File: config.mk
export PLATFORM = sky130hd
export DESIGN_NAME = data_mem_controller_flat
export DESIGN_NICKNAME = d
export VERILOG_FILES = /design/src/rtl/data_mem_controller_pkg.sv /design/src/rtl/data_mem_controller_if.sv /design/src/rtl/data_mem_controller_rr_arbiter.sv /design/src/rtl/data_mem_controller.sv /design/src/flat_wrapper.sv
export SDC_FILE = /design/constraint.sdc
export NUM_CORES = 1
export LEC_CHECK = 0
export ABC_AREA = 1
export CAP_MARGIN = 5
export CORE_ASPECT_RATIO = 0.9
export CORE_MARGIN = 4
export CORE_UTILIZATION = 50
export DETAILED_ROUTE_END_ITERATION = 12
export PLACE_DENSITY = 0.88
export SYNTH_ARGS = -nofsm -noshare
export SYNTH_HDL_FRONTEND = slang
export SYNTH_SLANG_ARGS = --single-unit
File: constraint.sdc
create_clock -name clk -period 6.4 [get_ports clk]
set_clock_uncertainty 0.15 [all_clocks]
set_input_delay 1.6 -clock clk [delete_from_list [all_inputs] [get_ports clk]]
set_output_delay 1.6 -clock clk [all_outputs]
set_load 0.005 [all_outputs]
File: src/rtl/data_mem_controller_pkg.sv
`default_nettype none
// ============================================================================
// Package     : gpu_pkg
// Description : Shared types for the data-memory controller: channel FSM
//               states and address/data word types.
// Revision    : 1.0 - initial release
// ============================================================================
package gpu_pkg;

    localparam int C_ADDR_WIDTH = 8;
    localparam int C_DATA_WIDTH = 8;

    typedef logic [C_DATA_WIDTH-1:0] data_t;
    typedef logic [C_ADDR_WIDTH-1:0] data_memory_address_t;

    typedef enum logic [2:0] {
        CH_IDLE          = 3'd0,
        CH_READ_WAITING  = 3'd1,
        CH_WRITE_WAITING = 3'd2,
        CH_RELAY_READ    = 3'd3,
        CH_RELAY_WRITE   = 3'd4
    } mem_channel_state_t;

endpackage
`default_nettype wire

File: src/rtl/data_mem_controller_if.sv
`default_nettype none
// ============================================================================
// Interface   : data_mem_controller_if
// Description : LSU-side request/ack bus plus external memory channel bus.
//               slave = controller view, master = LSU/memory environment view.
// Revision    : 1.0 - initial release
// ============================================================================
interface data_mem_controller_if #(
    parameter int NUM_CONSUMERS = 8,
    parameter int NUM_CHANNELS  = 2,
    parameter int ADDR_WIDTH    = gpu_pkg::C_ADDR_WIDTH,
    parameter int DATA_WIDTH    = gpu_pkg::C_DATA_WIDTH
);
    logic [NUM_CONSUMERS-1:0]                 consumer_read_valid;
    logic [NUM_CONSUMERS-1:0][ADDR_WIDTH-1:0] consumer_read_address;
    logic [NUM_CONSUMERS-1:0]                 consumer_read_ready;
    logic [NUM_CONSUMERS-1:0][DATA_WIDTH-1:0] consumer_read_data;
    logic [NUM_CONSUMERS-1:0]                 consumer_write_valid;
    logic [NUM_CONSUMERS-1:0][ADDR_WIDTH-1:0] consumer_write_address;
    logic [NUM_CONSUMERS-1:0][DATA_WIDTH-1:0] consumer_write_data;
    logic [NUM_CONSUMERS-1:0]                 consumer_write_ready;

    logic [NUM_CHANNELS-1:0]                  mem_read_valid;
    logic [NUM_CHANNELS-1:0][ADDR_WIDTH-1:0]  mem_read_address;
    logic [NUM_CHANNELS-1:0]                  mem_read_ready;
    logic [NUM_CHANNELS-1:0][DATA_WIDTH-1:0]  mem_read_data;
    logic [NUM_CHANNELS-1:0]                  mem_write_valid;
    logic [NUM_CHANNELS-1:0][ADDR_WIDTH-1:0]  mem_write_address;
    logic [NUM_CHANNELS-1:0][DATA_WIDTH-1:0]  mem_write_data;
    logic [NUM_CHANNELS-1:0]                  mem_write_ready;

    modport slave (
        input  consumer_read_valid, consumer_read_address,
        input  consumer_write_valid, consumer_write_address, consumer_write_data,
        input  mem_read_ready, mem_read_data, mem_write_ready,
        output consumer_read_ready, consumer_read_data, consumer_write_ready,
        output mem_read_valid, mem_read_address,
        output mem_write_valid, mem_write_address, mem_write_data
    );

    modport master (
        output consumer_read_valid, consumer_read_address,
        output consumer_write_valid, consumer_write_address, consumer_write_data,
        output mem_read_ready, mem_read_data, mem_write_ready,
        input  consumer_read_ready, consumer_read_data, consumer_write_ready,
        input  mem_read_valid, mem_read_address,
        input  mem_write_valid, mem_write_address, mem_write_data
    );
endinterface
`default_nettype wire

File: src/rtl/data_mem_controller_rr_arbiter.sv
`default_nettype none
// ============================================================================
// Module      : rr_arbiter
// Description : Combinational round-robin search over an eligible mask,
//               starting at rr_ptr and wrapping modulo N.
// Revision    : 1.0 - initial release
// ============================================================================
module rr_arbiter #(
    parameter int N  = 8,
    parameter int CW = 3
) (
    input  logic [N-1:0]  eligible,
    input  logic [CW-1:0] rr_ptr,
    output logic          grant_valid,
    output logic [CW-1:0] grant_idx
);

    always_comb begin
        grant_valid = 1'b0;
        grant_idx   = '0;
        for (int k = 0; k < N; k++) begin
            if (!grant_valid && eligible[(int'(rr_ptr) + k) % N]) begin
                grant_valid = 1'b1;
                grant_idx   = CW'((int'(rr_ptr) + k) % N);
            end
        end
    end

endmodule
`default_nettype wire

File: src/rtl/data_mem_controller.sv
`default_nettype none
// ============================================================================
// Module      : data_mem_controller
// Description : Round-robin arbitration of LSU read/write requests onto
//               NUM_CHANNELS external data-memory channels.
//               Optional macro DATA_MEM_CTRL_STATS_EN adds completion counters.
// Revision    : 1.0 - initial release
// ============================================================================
module data_mem_controller
    import gpu_pkg::*;
#(
    parameter int NUM_CONSUMERS = 8,
    parameter int NUM_CHANNELS  = 2,
    parameter int ADDR_WIDTH    = C_ADDR_WIDTH,
    parameter int DATA_WIDTH    = C_DATA_WIDTH
) (
    input  logic clk,
    input  logic reset,
    data_mem_controller_if.slave bus
`ifdef DATA_MEM_CTRL_STATS_EN
    ,
    output logic [31:0] stat_reads,
    output logic [31:0] stat_writes
`endif
);

    localparam int CW = (NUM_CONSUMERS > 1) ? $clog2(NUM_CONSUMERS) : 1;

    mem_channel_state_t r_ch_state        [NUM_CHANNELS];
    mem_channel_state_t w_ch_state_nxt    [NUM_CHANNELS];
    logic [CW-1:0]      r_ch_consumer     [NUM_CHANNELS];
    logic [CW-1:0]      w_ch_consumer_nxt [NUM_CHANNELS];

    logic [NUM_CONSUMERS-1:0] r_claimed, w_claimed_nxt;
    logic [CW-1:0]            r_rr_ptr, w_rr_ptr_nxt;

    logic [NUM_CHANNELS-1:0]                  r_mem_read_valid, w_mem_read_valid_nxt;
    logic [NUM_CHANNELS-1:0][ADDR_WIDTH-1:0]  r_mem_read_address, w_mem_read_address_nxt;
    logic [NUM_CHANNELS-1:0]                  r_mem_write_valid, w_mem_write_valid_nxt;
    logic [NUM_CHANNELS-1:0][ADDR_WIDTH-1:0]  r_mem_write_address, w_mem_write_address_nxt;
    logic [NUM_CHANNELS-1:0][DATA_WIDTH-1:0]  r_mem_write_data, w_mem_write_data_nxt;
    logic [NUM_CONSUMERS-1:0]                 r_consumer_read_ready, w_consumer_read_ready_nxt;
    logic [NUM_CONSUMERS-1:0][DATA_WIDTH-1:0] r_consumer_read_data, w_consumer_read_data_nxt;
    logic [NUM_CONSUMERS-1:0]                 r_consumer_write_ready, w_consumer_write_ready_nxt;

    logic [NUM_CONSUMERS-1:0] w_eligible;
    logic                     w_grant_valid;
    logic [CW-1:0]            w_grant_idx;
    logic                     w_grant_taken;
`ifdef DATA_MEM_CTRL_STATS_EN
    logic [31:0] w_reads_done, w_writes_done;
    logic [31:0] r_stat_reads, r_stat_writes;
`endif

    assign w_eligible = (bus.consumer_read_valid | bus.consumer_write_valid) & ~r_claimed;

    rr_arbiter #(
        .N  (NUM_CONSUMERS),
        .CW (CW)
    ) u_rr_arbiter (
        .eligible    (w_eligible),
        .rr_ptr      (r_rr_ptr),
        .grant_valid (w_grant_valid),
        .grant_idx   (w_grant_idx)
    );

    // Channels are scanned in ascending order so the single grant per cycle
    // always lands on the lowest-index idle channel.
    always_comb begin
        w_ch_state_nxt             = r_ch_state;
        w_ch_consumer_nxt          = r_ch_consumer;
        w_claimed_nxt              = r_claimed;
        w_rr_ptr_nxt               = r_rr_ptr;
        w_mem_read_valid_nxt       = r_mem_read_valid;
        w_mem_read_address_nxt     = r_mem_read_address;
        w_mem_write_valid_nxt      = r_mem_write_valid;
        w_mem_write_address_nxt    = r_mem_write_address;
        w_mem_write_data_nxt       = r_mem_write_data;
        w_consumer_read_ready_nxt  = r_consumer_read_ready;
        w_consumer_read_data_nxt   = r_consumer_read_data;
        w_consumer_write_ready_nxt = r_consumer_write_ready;
        w_grant_taken              = 1'b0;
`ifdef DATA_MEM_CTRL_STATS_EN
        w_reads_done               = '0;
        w_writes_done              = '0;
`endif
        for (int c = 0; c < NUM_CHANNELS; c++) begin
            case (r_ch_state[c])
                CH_IDLE: begin
                    if (w_grant_valid && !w_grant_taken) begin
                        w_grant_taken              = 1'b1;
                        w_claimed_nxt[w_grant_idx] = 1'b1;
                        w_rr_ptr_nxt               = (w_grant_idx == CW'(NUM_CONSUMERS - 1)) ?
                                                     '0 : w_grant_idx + 1'b1;
                        w_ch_consumer_nxt[c]       = w_grant_idx;
                        // Reads win when a consumer raises both valids.
                        if (bus.consumer_read_valid[w_grant_idx]) begin
                            w_mem_read_valid_nxt[c]   = 1'b1;
                            w_mem_read_address_nxt[c] = bus.consumer_read_address[w_grant_idx];
                            w_ch_state_nxt[c]         = CH_READ_WAITING;
                        end else begin
                            w_mem_write_valid_nxt[c]   = 1'b1;
                            w_mem_write_address_nxt[c] = bus.consumer_write_address[w_grant_idx];
                            w_mem_write_data_nxt[c]    = bus.consumer_write_data[w_grant_idx];
                            w_ch_state_nxt[c]          = CH_WRITE_WAITING;
                        end
                    end
                end
                CH_READ_WAITING: begin
                    if (bus.mem_read_ready[c]) begin
                        w_mem_read_valid_nxt[c]                        = 1'b0;
                        w_consumer_read_data_nxt[r_ch_consumer[c]]  = bus.mem_read_data[c];
                        w_consumer_read_ready_nxt[r_ch_consumer[c]] = 1'b1;
                        w_ch_state_nxt[c]                              = CH_RELAY_READ;
`ifdef DATA_MEM_CTRL_STATS_EN
                        w_reads_done = w_reads_done + 32'd1;
`endif
                    end
                end
                CH_WRITE_WAITING: begin
                    if (bus.mem_write_ready[c]) begin
                        w_mem_write_valid_nxt[c]                        = 1'b0;
                        w_consumer_write_ready_nxt[r_ch_consumer[c]] = 1'b1;
                        w_ch_state_nxt[c]                               = CH_RELAY_WRITE;
`ifdef DATA_MEM_CTRL_STATS_EN
                        w_writes_done = w_writes_done + 32'd1;
`endif
                    end
                end
                CH_RELAY_READ: begin
                    if (!bus.consumer_read_valid[r_ch_consumer[c]]) begin
                        w_consumer_read_ready_nxt[r_ch_consumer[c]] = 1'b0;
                        w_claimed_nxt[r_ch_consumer[c]]             = 1'b0;
                        w_ch_state_nxt[c]                              = CH_IDLE;
                    end
                end
                CH_RELAY_WRITE: begin
                    if (!bus.consumer_write_valid[r_ch_consumer[c]]) begin
                        w_consumer_write_ready_nxt[r_ch_consumer[c]] = 1'b0;
                        w_claimed_nxt[r_ch_consumer[c]]              = 1'b0;
                        w_ch_state_nxt[c]                               = CH_IDLE;
                    end
                end
                default: w_ch_state_nxt[c] = CH_IDLE;
            endcase
        end
    end

    always_ff @(posedge clk or negedge reset) begin
        if (!reset) begin
            for (int c = 0; c < NUM_CHANNELS; c++) begin
                r_ch_state[c]    <= CH_IDLE;
                r_ch_consumer[c] <= '0;
            end
            r_claimed              <= '0;
            r_rr_ptr               <= '0;
            r_mem_read_valid       <= '0;
            r_mem_read_address     <= '0;
            r_mem_write_valid      <= '0;
            r_mem_write_address    <= '0;
            r_mem_write_data       <= '0;
            r_consumer_read_ready  <= '0;
            r_consumer_read_data   <= '0;
            r_consumer_write_ready <= '0;
        end else begin
            r_ch_state             <= w_ch_state_nxt;
            r_ch_consumer          <= w_ch_consumer_nxt;
            r_claimed              <= w_claimed_nxt;
            r_rr_ptr               <= w_rr_ptr_nxt;
            r_mem_read_valid       <= w_mem_read_valid_nxt;
            r_mem_read_address     <= w_mem_read_address_nxt;
            r_mem_write_valid      <= w_mem_write_valid_nxt;
            r_mem_write_address    <= w_mem_write_address_nxt;
            r_mem_write_data       <= w_mem_write_data_nxt;
            r_consumer_read_ready  <= w_consumer_read_ready_nxt;
            r_consumer_read_data   <= w_consumer_read_data_nxt;
            r_consumer_write_ready <= w_consumer_write_ready_nxt;
        end
    end

`ifdef DATA_MEM_CTRL_STATS_EN
    always_ff @(posedge clk or negedge reset) begin
        if (!reset) begin
            r_stat_reads  <= '0;
            r_stat_writes <= '0;
        end else begin
            r_stat_reads  <= r_stat_reads + w_reads_done;
            r_stat_writes <= r_stat_writes + w_writes_done;
        end
    end

    assign stat_reads  = r_stat_reads;
    assign stat_writes = r_stat_writes;
`endif

    assign bus.mem_read_valid       = r_mem_read_valid;
    assign bus.mem_read_address     = r_mem_read_address;
    assign bus.mem_write_valid      = r_mem_write_valid;
    assign bus.mem_write_address    = r_mem_write_address;
    assign bus.mem_write_data       = r_mem_write_data;
    assign bus.consumer_read_ready  = r_consumer_read_ready;
    assign bus.consumer_read_data   = r_consumer_read_data;
    assign bus.consumer_write_ready = r_consumer_write_ready;

endmodule
`default_nettype wire

File: src/flat_wrapper.sv
// flat-port wrapper written by rule: the top's interface ports become plain ports
module data_mem_controller_flat import gpu_pkg::*;
#(
    parameter int NUM_CONSUMERS = 8,
    parameter int NUM_CHANNELS  = 2,
    parameter int ADDR_WIDTH    = C_ADDR_WIDTH,
    parameter int DATA_WIDTH    = C_DATA_WIDTH
)
  (clk, reset, bus_consumer_read_valid, bus_consumer_read_address, bus_consumer_write_valid, bus_consumer_write_address, bus_consumer_write_data, bus_mem_read_ready, bus_mem_read_data, bus_mem_write_ready, bus_consumer_read_ready, bus_consumer_read_data, bus_consumer_write_ready, bus_mem_read_valid, bus_mem_read_address, bus_mem_write_valid, bus_mem_write_address, bus_mem_write_data);
  data_mem_controller_if #(.NUM_CONSUMERS(NUM_CONSUMERS), .NUM_CHANNELS(NUM_CHANNELS), .ADDR_WIDTH(ADDR_WIDTH), .DATA_WIDTH(DATA_WIDTH)) bus_i ();
  input  logic clk;
  input  logic reset;
  input wire logic [$bits(bus_i.consumer_read_valid)-1:0] bus_consumer_read_valid;
  input wire logic [$bits(bus_i.consumer_read_address)-1:0] bus_consumer_read_address;
  input wire logic [$bits(bus_i.consumer_write_valid)-1:0] bus_consumer_write_valid;
  input wire logic [$bits(bus_i.consumer_write_address)-1:0] bus_consumer_write_address;
  input wire logic [$bits(bus_i.consumer_write_data)-1:0] bus_consumer_write_data;
  input wire logic [$bits(bus_i.mem_read_ready)-1:0] bus_mem_read_ready;
  input wire logic [$bits(bus_i.mem_read_data)-1:0] bus_mem_read_data;
  input wire logic [$bits(bus_i.mem_write_ready)-1:0] bus_mem_write_ready;
  output wire logic [$bits(bus_i.consumer_read_ready)-1:0] bus_consumer_read_ready;
  output wire logic [$bits(bus_i.consumer_read_data)-1:0] bus_consumer_read_data;
  output wire logic [$bits(bus_i.consumer_write_ready)-1:0] bus_consumer_write_ready;
  output wire logic [$bits(bus_i.mem_read_valid)-1:0] bus_mem_read_valid;
  output wire logic [$bits(bus_i.mem_read_address)-1:0] bus_mem_read_address;
  output wire logic [$bits(bus_i.mem_write_valid)-1:0] bus_mem_write_valid;
  output wire logic [$bits(bus_i.mem_write_address)-1:0] bus_mem_write_address;
  output wire logic [$bits(bus_i.mem_write_data)-1:0] bus_mem_write_data;
  assign bus_i.consumer_read_valid = bus_consumer_read_valid;
  assign bus_i.consumer_read_address = bus_consumer_read_address;
  assign bus_i.consumer_write_valid = bus_consumer_write_valid;
  assign bus_i.consumer_write_address = bus_consumer_write_address;
  assign bus_i.consumer_write_data = bus_consumer_write_data;
  assign bus_i.mem_read_ready = bus_mem_read_ready;
  assign bus_i.mem_read_data = bus_mem_read_data;
  assign bus_i.mem_write_ready = bus_mem_write_ready;
  assign bus_consumer_read_ready = bus_i.consumer_read_ready;
  assign bus_consumer_read_data = bus_i.consumer_read_data;
  assign bus_consumer_write_ready = bus_i.consumer_write_ready;
  assign bus_mem_read_valid = bus_i.mem_read_valid;
  assign bus_mem_read_address = bus_i.mem_read_address;
  assign bus_mem_write_valid = bus_i.mem_write_valid;
  assign bus_mem_write_address = bus_i.mem_write_address;
  assign bus_mem_write_data = bus_i.mem_write_data;
  data_mem_controller #(.NUM_CONSUMERS(NUM_CONSUMERS), .NUM_CHANNELS(NUM_CHANNELS), .ADDR_WIDTH(ADDR_WIDTH), .DATA_WIDTH(DATA_WIDTH)) u_core (.clk(clk), .reset(reset), .bus(bus_i));
endmodule
==> impl_results.md, run 1 <==
- Status: finished, final reports clean
- Clock tree buffer depth: 2
- Clk sink count: 155
- Core ar.: roughly 20000 um^2
- Layout cells sized above 1: 5.30%
- Drt via density: ~5.7
- Post-Route WL: roughly 42 mm
- Initial Util: 51.0%
- Synth warn: 0
- Sequential share of the synthesized area: 37.9%
- DIE AREA: 22800 um^2
- Rel. slew slack: between 20% and 30%
- Hold depth: 2
- Slew @ Worst Pin: 1.16 ns
- GP Congestion: around 1
- Die width: about 160 um
- CTS tree: built
- Post-CTS sizing: 0
- Largest net degree at the start of global routing: between 100 and 150
- Area taken by multi-input logic gates: 5530 um^2
- First-pass GRT wire length: around 64 mm
- Count of different cell masters after synthesis: 45
- First-pass iteration count of the detailed router: 6
- Synth async-reset ratio: 100%
- Initial antenna violation count: 3
- RSZ-0062 raised after global routing: no
- GRT overflow: 0
- Final net count: ~2100
- Vias in the first global route: 11600
- Area delta synth->final: 41.8%
- Syn Inst Count: 1565
- Fillers: approximately 1600
- Minimum clock period: 4.99 ns
- DRT antenna net count: 0
- Vias: roughly 12000
- Main synth FF type: dfrtp_1
- Worst-path clk slew: 0.07 ns
- Max_cap viols: 0
- Port Buf Inserts: ~360
- Hold_buf cts: 0
- Fmax: ~0.20 GHz
- Endpoints failing setup: 0
- Worst skew pair latency: about 0.44 ns
- Reg2Reg Depth: 22
- Dpl hpwl: 32.2 mm
- Num CTS Buffers: 17
- I/O pins: approximately 360
- H-tree depth: 4
- Total Routing Usage GR: 35.4%
- DIE HEIGHT: around 140 um
- Worst-path fanout max: slightly below 70
- CP Launch Type: input port
- Arrival @ worst endpoint: between 5 and 6 ns
- Post-route DRC: 0
- CP Capture Type: register
- CTS root buffer: clkbuf_16
- Syn nets: approximately 1800
- EDFF count, synth: 0
- Kind of critical path: in -> reg
- Routed len/inst: a little under 20 um
- Hold Fails Final Rpt: 0
- Mean Syn Cell Area: between 6 and 7 um^2
- Mapped cell area: slightly above 10000 um^2
- Worst hold path type: reg -> reg
- Final Slew Violations: 0
- Critical Path RT: between 6 and 7 ns
- Setup_tns: 0 ns
- Initial DRC count: ~1300
- Setup bufs post-CTS: 0
- Area occupied by registers: around 3900 um^2
- Post-route clock period utilization: 78.0%
- Num rows: 49
- Yosys reg bits: 155
[metal layers]
layer	vias up	part of all wire [%]	global-route usage [%]	wire [um]
met2	811	46	57.0	19300
met3	129	12	10.2	4870
li1	5708	-	-	-
met5	-	0	0	0
met1	5649	38	44.6	15700
met4	0	4.4	16.5	1820
[worst paths after layout]
check                                                                     to  slack [ns]                                      from
max in group asynchronous                   u_core.r_ch_state[5]$_DFFE_PN0P_        3.69                                     reset
worst max-delay path             u_core.bus.mem_read_address[14]$_DFFE_PN0P_        1.41                bus_consumer_read_valid[7]
worst min register to register      u_core.bus.mem_write_data[7]$_DFFE_PN0P_        0.32  u_core.bus.mem_write_data[7]$_DFFE_PN0P_
worst min-delay path                u_core.bus.mem_write_data[7]$_DFFE_PN0P_        0.32  u_core.bus.mem_write_data[7]$_DFFE_PN0P_
worst max register to register   u_core.bus.mem_read_address[14]$_DFFE_PN0P_        1.84              u_core.r_rr_ptr[0]$_DFF_PN0_
min in group asynchronous       u_core.bus.consumer_write_ready[6]$_DFF_PN0_        1.13                                     reset
[sequential cells by signal, indices dropped and copies added (netlist names)]
| signal | flops |
|---|---|
| u_core.bus.mem_write_valid | 2 |
| u_core.bus.consumer_write_ready | 8 |
| u_core.bus.mem_read_address | 16 |
| u_core.bus.consumer_read_ready | 8 |
| u_core.r_rr_ptr | 3 |
| u_core.bus.consumer_read_data | 64 |
| u_core.r_ch_consumer | 6 |
| u_core.r_ch_state | 6 |
| u_core.bus.mem_write_data | 16 |
| u_core.r_claimed | 8 |
| u_core.bus.mem_write_address | 16 |
| u_core.bus.mem_read_valid | 2 |
[cells in the mapped netlist, types with 2 or more instances]
cell type | count | share of area (%)
nor2_8 | 4 | 0.78
clkbuf_1 | 26 | 0.95
nand2_4 | 5 | 0.55
nor2_1 | 96 | 3.5
inv_2 | 9 | 0.33
o211ai_1 | 6 | 0.44
a31oi_1 | 17 | 1.0
o21ai_0 | 99 | 4.8
buf_1 | 2 | 0.073
a211oi_1 | 2 | 0.15
dfrtp_1 | 155 | 38
buf_4 | 5 | 0.37
nand3_1 | 101 | 4.9
nand3_2 | 5 | 0.49
nor3_1 | 33 | 1.6
a22oi_1 | 4 | 0.29
a221oi_1 | 6 | 0.51
clkinv_1 | 7 | 0.26
a32oi_1 | 2 | 0.17
nand2_1 | 710 | 26
nand4_1 | 5 | 0.31
nand3b_1 | 5 | 0.37
buf_2 | 17 | 0.83
buf_12 | 2 | 0.39
o22ai_1 | 51 | 3.1
clkbuf_2 | 3 | 0.15
a21oi_1 | 25 | 1.2
inv_1 | 113 | 4.1
inv_6 | 2 | 0.17
buf_6 | 2 | 0.22
clkinv_2 | 2 | 0.098
nor2_2 | 3 | 0.18
ha_1 | 2 | 0.24
o221ai_1 | 2 | 0.17
nor2_4 | 3 | 0.33
nand2_2 | 25 | 1.5
[cells by family (layout without fill, tap and decap cells)]
| family | after synthesis | after routing | synth area share, % |
|---|---|---|---|
| and+or+nand+nor | 998 | 998 | 41.1 |
| DFF | 155 | 155 | 37.9 |
| adders and majority gates | 2 | 2 | 0.245 |
| other | 0 | 3 | 0 |
| xor gates and xnor gates | 3 | 3 | 0.514 |
| buffers and inverters | 190 | 532 | 7.99 |
| AOI/OAI and AO/OA | 217 | 217 | 12.2 |
[layout by cell type, fill, tap and decap left out, types with 3 or more instances in the layout]
| cell | count |
|---|---|
| nand2_1 | 710 |
| clkdlybuf4s50_1 | 360 |
| dfrtp_1 | 155 |
| inv_1 | 113 |
| nand3_1 | 101 |
| o21ai_0 | 99 |
| nor2_1 | 96 |
| o22ai_1 | 51 |
| nor3_1 | 33 |
| a21oi_1 | 25 |
| nand2_2 | 25 |
| a31oi_1 | 17 |
| clkbuf_16 | 17 |
| inv_2 | 9 |
| clkinv_1 | 7 |
| a221oi_1 | 6 |
| o211ai_1 | 6 |
| buf_4 | 6 |
| nand3_2 | 5 |
| nand2_4 | 5 |
| nand4_1 | 5 |
| nand3b_1 | 5 |
| clkinv_2 | 5 |
| a22oi_1 | 4 |
| nor2_8 | 4 |
| inv_6 | 4 |
| diode_2 | 3 |
| nor2_4 | 3 |
| nor2_2 | 3 |
| clkinv_4 | 3 |
[metrics by stage]
| stage | cell area (um^2) | hold slack (ns) | util (%) | instances | worst slack, ns |
|---|---|---|---|---|---|
| 4_1_cts | 14500 | 0.323 | 72.3 | 2162 | 1.50 |
| 5_1_grt | 14500 | 0.350 | 72.3 | 2165 | 1.07 |
| 6_report | 14500 | 0.324 | 72.3 | 2165 | 1.41 |
| 3_3_place_gp | 13900 | 0.302 | 69.4 | 2131 | 1.07 |
| 3_5_place_dp | 13900 | 0.307 | 69.4 | 2131 | 1.06 |
| 2_1_floorplan | 10200 | 0.315 | - | 1565 | 2.50 |
[final cells by class]
type	count	share of cell area, %
multi-input cells	1220	38.1
repair buffers	368	25.4
clock buffers	18	2.96
flip-flops and latches	155	26.8
inverters	133	3.53
clock inverters	13	1.00
diodes	3	0.0518
well taps	255	2.20
[critical path, stage by stage]
cell	delay, ns
clkdlybuf4s50_1	0.44
inv_1	0.14
nand2_1	0.10
nand3_1	0.11
nand3_1	0.14
nand3_1	0.17
nand2_2	0.10
nor2_4	0.12
nand2_1	0.07
nor2_2	0.10
nor2_1	0.05
nor2_1	0.13
nand3_2	0.15
nand2_4	0.37
buf_4	0.62
nand2_1	0.10
nand2_1	0.11
nand2_1	0.10
nand2_1	0.10
nand2_1	0.10
nand3_1	0.13
nand2_1	0.06
nand2_1	0.06
Power of run 1 is left out: the tool's default activity adds up to more than one toggle a clock period on the data nets, which glitch-free logic cannot reach.
==> run 2, diff against run 1 <==
CORE_UTILIZATION = 42   (was 50)
PLACE_DENSITY = 0.79   (was 0.88)
clock period = 4.3 ns   (was 6.4 ns; I/O delays follow)
==> run 2 against run 1 <==
  * Global-route usage is 4.6 points lower
  * Hold slack better by 0.0077 ns
  * Final area is 2.9% higher
  * Sequential share of layout area decreased by 0.75 points
  * Final cell count up 3.8%
  * Die area grew 18%
  * First-iteration DRC count rose by 1.4%
  * Critical path depth decreased by 2
  * Worst setup slack got worse by 1.1 ns
  * Clock-buffer cell count is the same
  * Routed wire length up 3.2%
  * Sequential cell count stayed put
  * Critical endpoint is now u_core.r_claimed[2]$_DFF_PN0_
==> impl_results.md, run 2 (synthesized netlist as in run 1, its figures left out) <==
- Hold Crit Start: u_core.bus.mem_write_data[15]$_DFFE_PN0P_ (was u_core.bus.mem_write_data[7]$_DFFE_PN0P_)
- Drt via density: 5.44 (was 5.68)
- R2r setup slk: 0.30 ns (was 1.84 ns)
- Vias in the first global route: 11600 (about the same)
- Crit path max-delay family: simple AND/OR/NAND/NOR gates (unchanged)
- Crit. Startpoint: u_core.r_rr_ptr[1]$_DFF_PN0_ (was bus_consumer_read_valid[7])
- Vias: 12200 (was 12300)
- Num rows: 53 (was 49)
- Endpoints failing setup: 0 (unchanged)
- CTS tree: built (unchanged)
- RR Endpoint: u_core.r_claimed[2]$_DFF_PN0_ (was u_core.bus.mem_read_address[14]$_DFFE_PN0P_)
- Placed cells: 2213 (was 2131)
- Post-Route WL: 43.0 mm (was 41.6 mm)
- Kind of critical path: reg -> reg (was in -> reg)
- Most frequent cells in the layout: nand2_1, clkdlybuf4s50_1, dfrtp_1 (unchanged)
- Max FFs per register: 64 (unchanged)
- R2R Path Start: u_core.r_rr_ptr[1]$_DFF_PN0_ (was u_core.r_rr_ptr[0]$_DFF_PN0_)
- CP max-delay cell: dfrtp_1 (was buf_4)
- Worst-path clk slew: 0.07 ns (about the same)
- Hold Fails Final Rpt: 0 (unchanged)
- Largest net degree at the start of global routing: 99 (was 103)
- Reg2Reg Depth: 21 (was 22)
- Max incr delay on CP: 0.60 ns (was 0.62 ns)
- First-pass iteration count of the detailed router: 8 (was 6)
- Critical Path RT: 4.52 ns (was 6.63 ns)
- Initial Util: 43.2% (was 51.0%)
- Clock tree buffer depth: 2 (unchanged)
- Worst hold path type: reg -> reg (unchanged)
- Total Routing Usage GR: 30.8% (was 35.4%)
- Max_cap viols: 0 (unchanged)
- Post-route DRC: 0 (unchanged)
- Slew @ Worst Pin: 0.864 ns (was 1.16 ns)
- Num CTS Buffers: 17 (unchanged)
- First-pass GRT wire length: 64.4 mm (was 63.7 mm)
- Arrival @ worst endpoint: 4.22 ns (was 5.22 ns)
- H-tree depth: 4 (unchanged)
- Worst-path fanout max: 46 (was 69)
- Die width: 172 um (was 159 um)
- CTS root buffer: clkbuf_16 (unchanged)
- Setup crit end: u_core.r_claimed[2]$_DFF_PN0_ (was u_core.bus.mem_read_address[14]$_DFFE_PN0P_)
- Worst path bufs/invs: 5 (was 3)
- Final Non-Filler Cells: 2247 (was 2165)
- Rel. slew slack: 41.9% (was 22.3%)
- Fmax: approximately 0.25 GHz
- Post-CTS sizing: 0 (unchanged)
- Setup_tns: 0 ns (unchanged)
- Crit. path cell count: 21 (was 23)
- CP Cell Sequence: inv_2 -> ha_1 -> inv_1 -> nand3_1 -> nand3_1 -> nand2_2 -> nor2_4 -> nand2_1 -> nor2_2 -> nor2_1 -> nor2_1 -> nand3_2 -> nand2_4 -> inv_2 -> buf_12 -> buf_4 -> nor2_1 -> o21ai_0 -> nand3_1 -> nand2_1 -> nand2_1 (was clkdlybuf4s50_1 -> inv_1 -> nand2_1 -> nand3_1 -> nand3_1 -> nand3_1 -> nand2_2 -> nor2_4 -> nand2_1 -> nor2_2 -> nor2_1 -> nor2_1 -> nand3_2 -> nand2_4 -> buf_4 -> nand2_1 -> nand2_1 -> nand2_1 -> nand2_1 -> nand2_1 -> nand3_1 -> nand2_1 -> nand2_1)
- DIE HEIGHT: 156 um (was 144 um)
- Area delta synth->final: 45.9% (was 41.8%)
- Clk sink count: 155 (unchanged)
- GRT overflow: 0 (unchanged)
- Fillers: 2140 (was 1638)
- Dpl hpwl: 33.8 mm (was 32.2 mm)
- Hold_buf cts: 0 (unchanged)
- Area taken by multi-input logic gates: 5530 um^2 (unchanged)
- Initial DRC count: 1348 (was 1330)
- I/O pins: 362 (unchanged)
- Core ar.: 23700 um^2 (was 20000 um^2)
- Worst skew pair latency: 0.43 ns (was 0.44 ns)
- Port Buf Inserts: 361 (unchanged)
- Setup bufs post-CTS: 0 (unchanged)
- Minimum clock period: 4.00 ns
- Area occupied by registers: 3880 um^2 (unchanged)
- DIE AREA: 26900 um^2 (was 22800 um^2)
- RSZ-0062 raised after global routing: no (unchanged)
- Layout cells sized above 1: 7.10% (was 5.30%)
- Hold WS: 0.332 ns (was 0.324 ns)
- Post-route clock period utilization: 93.1%
- Final net count: 2162 (was 2127)
- CP Launch Type: register (was input port)
- CP Capture Type: register (unchanged)
- Most common cell after layout, fill and taps aside: nand2_1 (unchanged)
- Final Slew Violations: 0 (unchanged)
- GP Congestion: 0.984 (was 0.998)
- DRT antenna net count: 0 (unchanged)
- Initial antenna violation count: 2 (was 3)
- Status: finished, final reports clean (unchanged)
- Routed len/inst: 19.1 um (was 19.2 um)
## run 2: per-layer routing
| metal | wire [um] | share of wire, % | GRT usage (%) |
|---|---|---|---|
| met2 | 20900 | 49 | 52.2 |
| met4 | 1400 | 3.3 | 9.99 |
| met5 | 0 | 0 | 0 |
| met3 | 3870 | 9.0 | 6.44 |
| met1 | 16800 | 39 | 39.3 |
## run 2: tightest hold or removal path: cells and delay by family, from the launching register on
kind	cells	cell delay (ns)
flops	1	0.36
simple gates	2	0.09
## run 2: per-stage QoR
| step | cell area [um^2] | setup WS [ns] | util [%] |
|---|---|---|---|
| 4_1_cts | 14900 | 0.336 | 63.0 |
| 3_5_place_dp | 14300 | -0.0251 | 60.4 |
| 5_1_grt | 14900 | 0.00307 | 63.0 |
| 2_1_floorplan | 10200 | 0.922 | - |
| 3_3_place_gp | 14300 | 0.0130 | 60.4 |
| 6_report | 14900 | 0.296 | 63.0 |
## run 2: worst min-delay path by stage
| stage | to | slack [ns] | depth (start not counted) |
|---|---|---|---|
| 2_1_floorplan | u_core.bus.mem_write_address[1]$_DFFE_PN0P_ | 0.31 | 2 |
| 3_3_place_gp | u_core.bus.mem_write_address[1]$_DFFE_PN0P_ | 0.31 | 2 |
| 3_5_place_dp | u_core.bus.mem_write_data[10]$_DFFE_PN0P_ | 0.31 | 2 |
| 4_1_cts | u_core.bus.mem_write_address[7]$_DFFE_PN0P_ | 0.33 | 2 |
| 5_1_grt | u_core.bus.mem_read_address[15]$_DFFE_PN0P_ | 0.35 | 2 |
| 6_report | u_core.bus.mem_write_data[15]$_DFFE_PN0P_ | 0.33 | 2 |
## run 2: cell type report
class | count | area share, %
inverter | 133 | 3.43
multi-input combinational | 1220 | 37.0
timing repair buffer | 403 | 26.9
antenna | 2 | 0.0336
tap | 302 | 2.53
clock inverter | 14 | 1.14
sequential | 155 | 26.0
clock buffer | 18 | 2.94
Power of run 2 is left out for the same reason.
